[src/rtl/undertale_pkg.sv]
// undertale_pkg
//   Shared constants for the player-heart controller. It holds the box
//   geometry defaults, the ASCII command and echo codes, the heart colours and
//   the echo transmitter state type. It also has the clamp helper that the
//   position datapath uses.
package undertale_pkg;

    localparam int DEF_BOX_X   = 245;
    localparam int DEF_BOX_Y   = 230;
    localparam int DEF_BOX_W   = 150;
    localparam int DEF_BOX_H   = 150;
    localparam int DEF_HEART_R = 8;
    localparam int DEF_STEP    = 4;

    // Cycles TX_ACK waits for the transmitter to go busy before giving up
    localparam int ACK_TMO = 16;

    localparam logic [7:0] ASC_W  = 8'h77;
    localparam logic [7:0] ASC_S  = 8'h73;
    localparam logic [7:0] ASC_A  = 8'h61;
    localparam logic [7:0] ASC_D  = 8'h64;
    localparam logic [7:0] ASC_C  = 8'h63;
    localparam logic [7:0] ASC_M  = 8'h6d;
    localparam logic [7:0] ASC_Y  = 8'h79;
    localparam logic [7:0] ASC_SP = 8'h20;

    localparam logic [7:0] ECHO_W  = 8'h57;
    localparam logic [7:0] ECHO_S  = 8'h53;
    localparam logic [7:0] ECHO_A  = 8'h41;
    localparam logic [7:0] ECHO_D  = 8'h44;
    localparam logic [7:0] ECHO_C  = 8'h43;
    localparam logic [7:0] ECHO_M  = 8'h4d;
    localparam logic [7:0] ECHO_Y  = 8'h59;
    localparam logic [7:0] ECHO_SP = 8'h5a;

    localparam logic [11:0] COL_CYAN    = 12'h0ff;
    localparam logic [11:0] COL_MAGENTA = 12'hf0f;
    localparam logic [11:0] COL_YELLOW  = 12'hff0;
    localparam logic [11:0] COL_WHITE   = 12'hfff;

    typedef enum logic [1:0] {
        TX_IDLE = 2'd0,
        TX_ACK  = 2'd1,
        TX_BUSY = 2'd2
    } tx_state_t;

    // Moves pos by dir*step, where dir is -1, 0 or +1. The sum is formed in 17-bit
    // signed arithmetic so that a step below zero cannot wrap. The result is then
    // clamped to the range [lo, hi].
    function automatic logic [15:0] clamp_step(
        input logic [15:0]       pos,
        input logic signed [1:0] dir,
        input int                step,
        input int                lo,
        input int                hi
    );
        logic signed [16:0] delta;
        logic signed [16:0] sum;
        case (dir)
            2'sb01:  delta = 17'(step);
            2'sb11:  delta = -17'(step);
            default: delta = '0;
        endcase
        sum = $signed({1'b0, pos}) + delta;
        if (sum < 17'(lo))
            return 16'(lo);
        else if (sum > 17'(hi))
            return 16'(hi);
        else
            return sum[15:0];
    endfunction

endpackage

[src/rtl/echo_tx_sched.sv]
// echo_tx_sched
//   This block holds a one-entry echo buffer, the transmit handshake FSM and the
//   counter of dropped echoes.
//   Ports:
//     clk, rst_n      clock, async active-low reset
//     i_load          1-cycle request to buffer i_load_data
//     i_load_data     echo byte
//     i_tx_idle       transmitter ready
//     o_tx_data       byte presented to the transmitter (held after send)
//     o_tx_transmit   1-cycle send request
//     o_drop_cnt      saturating count of echoes lost to a full buffer
//
//   state   | meaning
//   TX_IDLE | waiting for a buffered echo and an idle transmitter
//   TX_ACK  | sent; waiting for transmitter to report busy (timeout 16)
//   TX_BUSY | transmitter shifting out; wait for idle again
module echo_tx_sched
    import undertale_pkg::*;
(
    input  logic       clk,
    input  logic       rst_n,
    input  logic       i_load,
    input  logic [7:0] i_load_data,
    input  logic       i_tx_idle,
    output logic [7:0] o_tx_data,
    output logic       o_tx_transmit,
    output logic [7:0] o_drop_cnt
);

    tx_state_t  r_state;
    logic [3:0] r_tmr;
    logic       r_buf_vld;
    logic [7:0] r_buf_data;
    logic [7:0] r_tx_data;
    logic       r_tx_transmit;
    logic [7:0] r_drop_cnt;
    logic       w_free;

    // The buffer is emptied in the same cycle that its byte is sent. A load that
    // arrives in that cycle finds room.
    assign w_free = (r_state == TX_IDLE) && r_buf_vld && i_tx_idle;

    always_ff @(posedge clk or negedge rst_n) begin
        if (!rst_n) begin
            r_state       <= TX_IDLE;
            r_tmr         <= '0;
            r_buf_vld     <= 1'b0;
            r_buf_data    <= '0;
            r_tx_data     <= '0;
            r_tx_transmit <= 1'b0;
            r_drop_cnt    <= '0;
        end else begin
            r_tx_transmit <= 1'b0;
            case (r_state)
                TX_IDLE: begin
                    if (w_free) begin
                        r_tx_data     <= r_buf_data;
                        r_tx_transmit <= 1'b1;
                        r_tmr         <= 4'(ACK_TMO - 1);
                        r_state       <= TX_ACK;
                    end
                end
                TX_ACK: begin
                    if (!i_tx_idle)
                        r_state <= TX_BUSY;
                    else if (r_tmr == 4'd0)
                        r_state <= TX_IDLE;
                    else
                        r_tmr <= r_tmr - 4'd1;
                end
                TX_BUSY: begin
                    if (i_tx_idle)
                        r_state <= TX_IDLE;
                end
                default: r_state <= TX_IDLE;
            endcase

            if (i_load) begin
                if (!r_buf_vld || w_free) begin
                    r_buf_vld  <= 1'b1;
                    r_buf_data <= i_load_data;
                end else if (r_drop_cnt != 8'hff) begin
                    r_drop_cnt <= r_drop_cnt + 8'd1;
                end
            end else if (w_free) begin
                r_buf_vld <= 1'b0;
            end
        end
    end

    assign o_tx_data     = r_tx_data;
    assign o_tx_transmit = r_tx_transmit;
    assign o_drop_cnt    = r_drop_cnt;

endmodule

[src/rtl/heart_move_ctrl.sv]
// heart_move_ctrl
//   Converts UART key bytes into the player-heart position and colour inside the
//   fighting box. Each accepted key is echoed through echo_tx_sched.
//   Ports:
//     clk, rst_n      clock, async active-low reset
//     i_rx_receive    strobe, i_rx_data valid
//     i_rx_data       received ASCII byte
//     i_animate       end-of-frame strobe; applies the pending moves and colour
//     i_tx_idle       transmitter ready
//     o_tx_data       echo byte
//     o_tx_transmit   1-cycle send request
//     o_cx, o_cy      heart centre
//     o_color         heart colour RGB444
//     o_drop_cnt      saturating dropped-echo count
module heart_move_ctrl
    import undertale_pkg::*;
#(
    parameter int BOX_X   = DEF_BOX_X,
    parameter int BOX_Y   = DEF_BOX_Y,
    parameter int BOX_W   = DEF_BOX_W,
    parameter int BOX_H   = DEF_BOX_H,
    parameter int HEART_R = DEF_HEART_R,
    parameter int STEP    = DEF_STEP
) (
    input  logic        clk,
    input  logic        rst_n,
    input  logic        i_rx_receive,
    input  logic [7:0]  i_rx_data,
    input  logic        i_animate,
    input  logic        i_tx_idle,
    output logic [7:0]  o_tx_data,
    output logic        o_tx_transmit,
    output logic [15:0] o_cx,
    output logic [15:0] o_cy,
    output logic [11:0] o_color,
    output logic [7:0]  o_drop_cnt
);

    localparam int X_MIN = BOX_X + HEART_R;
    localparam int X_MAX = BOX_X + BOX_W - 1 - HEART_R;
    localparam int Y_MIN = BOX_Y + HEART_R;
    localparam int Y_MAX = BOX_Y + BOX_H - 1 - HEART_R;

    logic [15:0]       r_cx, r_cy;
    logic [11:0]       r_color;
    logic signed [1:0] r_pend_dx, r_pend_dy;
    logic              r_pend_col_vld;
    logic [11:0]       r_pend_col;

    logic              w_cmd_vld;
    logic              w_set_dx, w_set_dy, w_set_col;
    logic signed [1:0] w_dir;
    logic [11:0]       w_col;
    logic [7:0]        w_echo;

    always_comb begin
        w_cmd_vld = 1'b1;
        w_set_dx  = 1'b0;
        w_set_dy  = 1'b0;
        w_set_col = 1'b0;
        w_dir     = 2'sb00;
        w_col     = COL_WHITE;
        w_echo    = 8'h00;
        case (i_rx_data)
            ASC_W:  begin w_set_dy = 1'b1; w_dir = 2'sb11; w_echo = ECHO_W; end
            ASC_S:  begin w_set_dy = 1'b1; w_dir = 2'sb01; w_echo = ECHO_S; end
            ASC_A:  begin w_set_dx = 1'b1; w_dir = 2'sb11; w_echo = ECHO_A; end
            ASC_D:  begin w_set_dx = 1'b1; w_dir = 2'sb01; w_echo = ECHO_D; end
            ASC_C:  begin w_set_col = 1'b1; w_col = COL_CYAN;    w_echo = ECHO_C; end
            ASC_M:  begin w_set_col = 1'b1; w_col = COL_MAGENTA; w_echo = ECHO_M; end
            ASC_Y:  begin w_set_col = 1'b1; w_col = COL_YELLOW;  w_echo = ECHO_Y; end
            ASC_SP: begin w_set_col = 1'b1; w_col = COL_WHITE;   w_echo = ECHO_SP; end
            default: w_cmd_vld = 1'b0;
        endcase
    end

    // An animate strobe applies and clears the old pending state. The decode
    // writes come after it in this block, so a byte that arrives in the same
    // cycle as animate pends for the next frame.
    always_ff @(posedge clk or negedge rst_n) begin
        if (!rst_n) begin
            r_cx           <= 16'(BOX_X + BOX_W / 2);
            r_cy           <= 16'(BOX_Y + BOX_H / 2);
            r_color        <= COL_WHITE;
            r_pend_dx      <= 2'sb00;
            r_pend_dy      <= 2'sb00;
            r_pend_col_vld <= 1'b0;
            r_pend_col     <= COL_WHITE;
        end else begin
            if (i_animate) begin
                r_cx <= clamp_step(r_cx, r_pend_dx, STEP, X_MIN, X_MAX);
                r_cy <= clamp_step(r_cy, r_pend_dy, STEP, Y_MIN, Y_MAX);
                if (r_pend_col_vld)
                    r_color <= r_pend_col;
                r_pend_dx      <= 2'sb00;
                r_pend_dy      <= 2'sb00;
                r_pend_col_vld <= 1'b0;
            end
            if (i_rx_receive && w_cmd_vld) begin
                if (w_set_dx)
                    r_pend_dx <= w_dir;
                if (w_set_dy)
                    r_pend_dy <= w_dir;
                if (w_set_col) begin
                    r_pend_col_vld <= 1'b1;
                    r_pend_col     <= w_col;
                end
            end
        end
    end

    echo_tx_sched u_echo (
        .clk           (clk),
        .rst_n         (rst_n),
        .i_load        (i_rx_receive && w_cmd_vld),
        .i_load_data   (w_echo),
        .i_tx_idle     (i_tx_idle),
        .o_tx_data     (o_tx_data),
        .o_tx_transmit (o_tx_transmit),
        .o_drop_cnt    (o_drop_cnt)
    );

    assign o_cx    = r_cx;
    assign o_cy    = r_cy;
    assign o_color = r_color;

endmodule

[config.mk]
export PLATFORM = sky130hd
export DESIGN_NAME = heart_move_ctrl
export DESIGN_NICKNAME = d
export VERILOG_FILES = /design/src/rtl/undertale_pkg.sv /design/src/rtl/echo_tx_sched.sv /design/src/rtl/heart_move_ctrl.sv
export SDC_FILE = /design/constraint.sdc
export NUM_CORES = 1
export LEC_CHECK = 0
export CAP_MARGIN = 15
export CORE_ASPECT_RATIO = 1.75
export CORE_UTILIZATION = 35
export DETAILED_ROUTE_END_ITERATION = 10
export DONT_BUFFER_PORTS = 1
export PLACE_DENSITY_LB_ADDON = 0.2
export REMOVE_ABC_BUFFERS = 1
export SLEW_MARGIN = 20
export SYNTH_ARGS = -nofsm -noshare
export SYNTH_HDL_FRONTEND = slang
export SYNTH_SLANG_ARGS = --single-unit
[constraint.sdc]
create_clock -name clk -period 4 [get_ports clk]
set_clock_uncertainty 0.15 [all_clocks]
set_input_delay 0.8 -clock clk [delete_from_list [all_inputs] [get_ports clk]]
set_output_delay 0.8 -clock clk [all_outputs]
set_load 0.005 [all_outputs]
==> flow_summary.json, run 1 <==
{
  "io_buffers": 0,
  "status": "finished clean",
  "dieArea_sq_um": 14200,
  "fin_util": 0.382,
  "synth_ff_type": "dfrtp_1",
  "period_minus_slack_ps": 3280,
  "grt_util_all_layers": 0.186,
  "met2_usage": 0.352,
  "wl_per_cell_microns": 18.4,
  "clockRootBuffer": "clkbuf_16",
  "synth_top_area_frac": 0.308,
  "start_util": 0.358,
  "drive_gt1_frac": 0.119,
  "antenna_found_initial": 0,
  "use_met3": 0.0462,
  "nFillCells": 1379,
  "vdd_drop_max_mv": 0.285,
  "firstDrtPassIters": 5,
  "clock.fmax_mhz": 305,
  "nets": 535,
  "yosysWarningCount": 0,
  "overflow": 0,
  "busiest_layer": "met2",
  "crit_path_end_kind": "flop",
  "wl_mm": 12.8,
  "drv_slew": 0,
  "ys_seq_area_frac": 0.374,
  "grt_pass1_vias": 4230,
  "async_flop_share": 1.00,
  "total_power_mw": 2.23,
  "power_leakage_nw": 2.07,
  "viasPerCell": 5.92,
  "grt_pass1_wl_mm": 21.0,
  "power_frac_comb": 0.195,
  "cts_tree": "built",
  "grtUsageMet1": 0.181,
  "critPathArrivalTime_ps": 3350,
  "p_int_mw": 1.47,
  "ff2ff_path_depth": 12,
  "synth.avg_cell_area_sq_um": 8.75,
  "cts_buffer_depth": 2,
  "drc": 0,
  "hold_viol": 0,
  "ant_nets": 0,
  "cp-startpoint": "r_pend_dy[0]$_DFF_PN0_",
  "netlist_instances": 548,
  "cts_buffers": 9,
  "drt_first_iter_violations": 122,
  "insertion_delay_ps": 340,
  "ios": 74,
  "post_cts_resized": 0,
  "worst_r2r_endpoint": "o_cy[6]$_DFFE_PN0P_",
  "n_antenna_cell": 0,
  "tightest_slew_ps": 700,
  "cp_max_fo": 17,
  "p_sw_frac": 0.342,
  "synthTopCellsByCount": "59 x dfrtp_1, 44 x nand2_1, 43 x nor2_1, 30 x clkbuf_1, 28 x xnor2_1",
  "hold_path_class": "primary input to async pin",
  "setup_tns_ps": 0,
  "clkPwrFrac": 0.344,
  "rsz0062_at_grt": "no",
  "yosysTopAreaCell": "dfrtp_1",
  "gp_congestion": 0.879,
  "area_growth_pct": 6.63,
  "critical_path_class": "flop to flop",
  "cts_sinks": 71,
  "core-area_sq_um": 13400,
  "synth-edff-count": 0,
  "r2r_slack_ps": 720,
  "syn_area_sq_um": 4800,
  "slew_headroom": 0.532,
  "cap_viol_max_count": 0,
  "num_vias": 4109,
  "ys_ff_latch": 71,
  "setup_viol": 0,
  "power_density_nw_per_um2": 436,
  "htreeDepth": 3,
  "synth.distinct_cells": 75,
  "seqPwrFrac": 0.461,
  "die-width_microns": 90.5,
  "setup.worst_path.start_class": "flop",
  "rr_startpoint": "r_pend_dy[0]$_DFF_PN0_",
  "dpl.hpwl_mm": 9.30,
  "cts_setup_buffers": 0,
  "clk_pin_slew_ps": 70,
  "critPathRequiredTime_ps": 4070,
  "grt_max_degree": 60,
  "netSwitchingPower_uw": 762,
  "fp.dieH_microns": 157,
  "synth_top_cells_by_area": "dfrtp_1 31%, dfstp_2 6.6%, xnor2_1 5.1%, nand2_1 3.4%, nor2_1 3.4%",
  "std_cell_rows": 56,
  "fin_crit_sh": 0.821,
  "yosys.cell_count.top_type": "dfrtp_1"
}
==> final cells by class <==
class | instances | area [sq um] | share of cell area
flip-flops and latches | 71 | 1790 | 0.350
well taps | 174 | 218 | 0.0426
repair buffers | 7 | 72.6 | 0.0142
inverters | 16 | 60.1 | 0.0117
clock inverters | 7 | 61.3 | 0.0120
multi-input cells | 410 | 2690 | 0.525
clock buffers | 9 | 225 | 0.0440
==> kinds of logic (layout without fill, tap and decap cells) <==
logic type | after synthesis | in the layout | synth area share
AOI/OAI and AO/OA | 111 | 111 | 0.166
xor gates and xnor gates | 36 | 36 | 0.0657
adders and majority gates | 7 | 7 | 0.0183
buffers and inverters | 68 | 39 | 0.0673
DFF | 71 | 71 | 0.374
muxes | 20 | 20 | 0.0464
other | 1 | 2 | 0.000782
and+or+nand+nor | 234 | 234 | 0.262
==> flip-flops by register name, summed over array words and instances, names as in the netlist <==
name / cells
u_echo.r_buf_vld: 1
o_color: 3
u_echo.o_tx_transmit: 1
r_pend_dx: 2
u_echo.r_state: 2
u_echo.r_buf_data: 6
r_pend_col: 3
o_cx: 16
r_pend_dy: 2
u_echo.r_tmr: 4
u_echo.o_drop_cnt: 8
r_pend_col_vld: 1
o_cy: 16
u_echo.o_tx_data: 6
==> metrics by stage <==
stage	hold WS [ps]	area, sq um	cells	setup slack [ps]
floorplan	278	4540	497	1130
global placement	297	4800	677	714
detailed placement	308	4800	677	699
CTS	132	5110	694	685
global route	128	5110	694	423
finish	150	5110	694	716
==> how the worst max path moves through the flow <==
stage / endpoint / slack [ps]
2_1_floorplan: o_cy[6]$_DFFE_PN0P_ / 1130
3_3_place_gp: o_cy[6]$_DFFE_PN0P_ / 710
3_5_place_dp: o_cy[6]$_DFFE_PN0P_ / 700
4_1_cts: o_cy[6]$_DFFE_PN0P_ / 690
5_1_grt: o_cy[6]$_DFFE_PN0P_ / 420
6_report: o_cy[6]$_DFFE_PN0P_ / 720
==> timing repair <==
item / CTS / global route
hold buffers: 1 / 0
endpoints found under the setup margin: 0 / 0
hold endpoints to repair: 59 / 0
==> power groups by stage <==
stage | combinational [mW] | clock [mW] | sequential [mW]
after floorplan | 0.349 | 0 | 0.972
after global placement | 0.405 | 0 | 1.04
after detailed placement | 0.418 | 0 | 1.04
after CTS | 0.437 | 0.794 | 1.03
after global routing | 0.488 | 0.821 | 1.05
final | 0.435 | 0.767 | 1.03
==> routing by layer <==
layer / vias to the layer above / share of wire
li1: 1920 / -
met3: 44 / 0.053
met4: 0 / 0.040
met5: - / 0
met2: 140 / 0.54
met1: 2005 / 0.36
==> cell usage in the layout (no fill, tap or decap), drive strengths merged, types with 13 or more instances in the layout <==
cell type	instances
a21oi	24
dfrtp	59
inv	19
mux2	15
nand2	44
nand3	23
nand4	14
nor2	43
nor2b	13
nor3	21
nor4	18
o21ai	20
xnor2	28
==> critical path: stages, from the launching register on <==
cell and delay (ps):
dfrtp_1 440, nand2_1 90, buf_4 210, xnor2_1 140, ha_1 370, nand2_1 90
nor4b_1 270, o22ai_1 200, mux2i_1 200, xor2_1 340, nand4_1 270, nor4_1 300
nor3_1 80
(Power assumes the default switching activity.)
==> run 2: changes to the inputs <==
- clock period: 4 -> 3.2 ns (I/O delays scaled with it)
==> run 2 against run 1 <==
  * Sequential share of layout area fell by 1.5 points
  * Design area rose by 4.5%
  * Final cell count rose by 3.7%
  * First-iteration DRC count rose by 93%
  * Highest routed layer unchanged
==> flow_summary.json, run 2 (synthesis results as in run 1) <==
{
  "p_sw_frac": 0.343,
  "io_buffers": 0,
  "cts_buffer_depth": 2,
  "crit_path_end_kind": "flop",
  "netSwitchingPower_uw": 988,
  "endpoint": "o_cx[7]$_DFFE_PN0P_",
  "drive_gt1_frac": 0.170,
  "seq_area_sq_um": 1790,
  "drt_first_iter_violations": 236,
  "nFillCells": 1370,
  "power_density_nw_per_um2": 539,
  "hold_viol": 0,
  "cap_viol_max_count": 0,
  "insertion_delay_ps": 340,
  "std_cell_rows": 56,
  "setup_tns_ps": 0,
  "fp.dieH_microns": 157,
  "critPathArrivalTime_ps": 3060,
  "post-place-ws_ps": 138,
  "clockRootBuffer": "clkbuf_16",
  "grt_max_degree": 68,
  "ios": 74,
  "htreeDepth": 3,
  "clkPwrFrac": 0.335,
  "viasPerCell": 5.83,
  "rsz0062_at_grt": "no",
  "grt_pass1_wl_mm": 21.4,
  "antenna_found_initial": 0,
  "stdcell_area_sq_um": 5340,
  "die-width_microns": 90.5,
  "holdWs_ps": 17.9,
  "hold_path_class": "primary input to async pin",
  "cts_tree": "built",
  "tightest_slew_ps": 718,
  "fin_crit_sh": 0.937,
  "worst_r2r_endpoint": "o_cx[7]$_DFFE_PN0P_",
  "grt_util_all_layers": 0.190,
  "n_antenna_cell": 0,
  "clock.fmax_mhz": 333,
  "firstDrtPassIters": 4,
  "num_vias": 4197,
  "gp_congestion": 0.914,
  "wl_mm": 13.2,
  "dpl.hpwl_mm": 9.64,
  "critPathRequiredTime_ps": 3260,
  "critical_path_class": "flop to flop",
  "drv_slew": 0,
  "cts_sinks": 71,
  "nets": 561,
  "start_util": 0.358,
  "drc": 0,
  "setup.worst_path.start_class": "flop",
  "final_common_cell": "dfrtp_1",
  "area_growth_pct": 11.4,
  "ant_nets": 0,
  "core-area_sq_um": 13400,
  "worst_slack_ps": 200,
  "seqPwrFrac": 0.424,
  "setup_viol": 0,
  "cp_max_fo": 12,
  "grt_pass1_vias": 4309,
  "power_frac_comb": 0.241,
  "rr_startpoint": "o_cx[8]$_DFFE_PN1P_",
  "vdd_drop_max_mv": 0.299,
  "clk_pin_slew_ps": 70,
  "multi_input_area_sq_um": 2720,
  "power_leakage_nw": 2.20,
  "r2r_slack_ps": 200,
  "cts_buffers": 9,
  "p_int_mw": 1.89,
  "most-common-layout-cells": "59 x dfrtp_1, 44 x nand2_1, 43 x nor2_1, 31 x buf_4, 28 x xnor2_1",
  "status": "finished clean",
  "cp-startpoint": "o_cx[8]$_DFFE_PN1P_",
  "period_minus_slack_ps": 3000,
  "ff2ff_path_depth": 8,
  "wl_per_cell_microns": 18.3,
  "dieArea_sq_um": 14200,
  "overflow": 0,
  "dpl_cell_area_sq_um": 4980,
  "slew_headroom": 0.520
}
-- run 2: final cells by class --
class	instances	area share
Clock buffer	9	0.0421
Clock inverter	7	0.0115
Inverter	16	0.0112
Multi-Input combinational cell	410	0.509
Sequential cell	71	0.335
Tap cell	174	0.0407
Timing Repair Buffer	33	0.0506
-- run 2: through the flow --
| step | power [mW] | cells | util |
|---|---|---|---|
| after detailed placement | 1.89 | 701 | 0.372 |
| after global routing | 3.05 | 720 | 0.399 |
| after floorplan | 1.65 | 497 | - |
| after CTS | 2.90 | 719 | 0.396 |
| after global placement | 1.87 | 701 | 0.372 |
| final | 2.88 | 720 | 0.399 |
-- run 2: power by group through the flow --
stage | clock [mW] | combinational (mW) | sequential, mW
2_1_floorplan | 0 | 0.436 | 1.21
3_3_place_gp | 0 | 0.640 | 1.23
3_5_place_dp | 0 | 0.651 | 1.24
4_1_cts | 0.998 | 0.680 | 1.22
5_1_grt | 1.03 | 0.774 | 1.25
6_report | 0.966 | 0.694 | 1.22
-- run 2: what timing repair did --
item	CTS	global route
hold buffers	2	0
gates resized for setup	0	7
endpoints found under the setup margin	0	10
endpoints found under the hold margin	67	0
setup buffers	0	1
-- run 2: worst min-delay path by stage --
stage	from	endpoint	slack, ps	depth (start not counted)
2_1_floorplan	rst_n	o_cx[0]$_DFFE_PN0P_	190	0
3_3_place_gp	rst_n	u_echo.o_drop_cnt[4]$_DFFE_PN0P_	200	0
3_5_place_dp	rst_n	u_echo.o_drop_cnt[3]$_DFFE_PN0P_	200	0
4_1_cts	rst_n	u_echo.o_drop_cnt[3]$_DFFE_PN0P_	40	1
5_1_grt	rst_n	u_echo.o_drop_cnt[3]$_DFFE_PN0P_	40	1
6_report	rst_n	u_echo.o_drop_cnt[3]$_DFFE_PN0P_	20	1
-- run 2: metal layers --
metal	track usage	vias to the layer above	share of wire
met5	0	-	0
met4	0.108	0	0.040
met3	0.0374	44	0.051
met2	0.361	145	0.54
met1	0.189	2040	0.37
li1	-	1968	-
-- run 2: critical path: stages (launching register included) --
cell and delay [ps]:
dfstp_2 450, or4_1 650, nor2_1 250, nand3_1 140, mux2_2 280, a211oi_1 330
nand3_2 240, nor4_1 300, a21oi_1 70
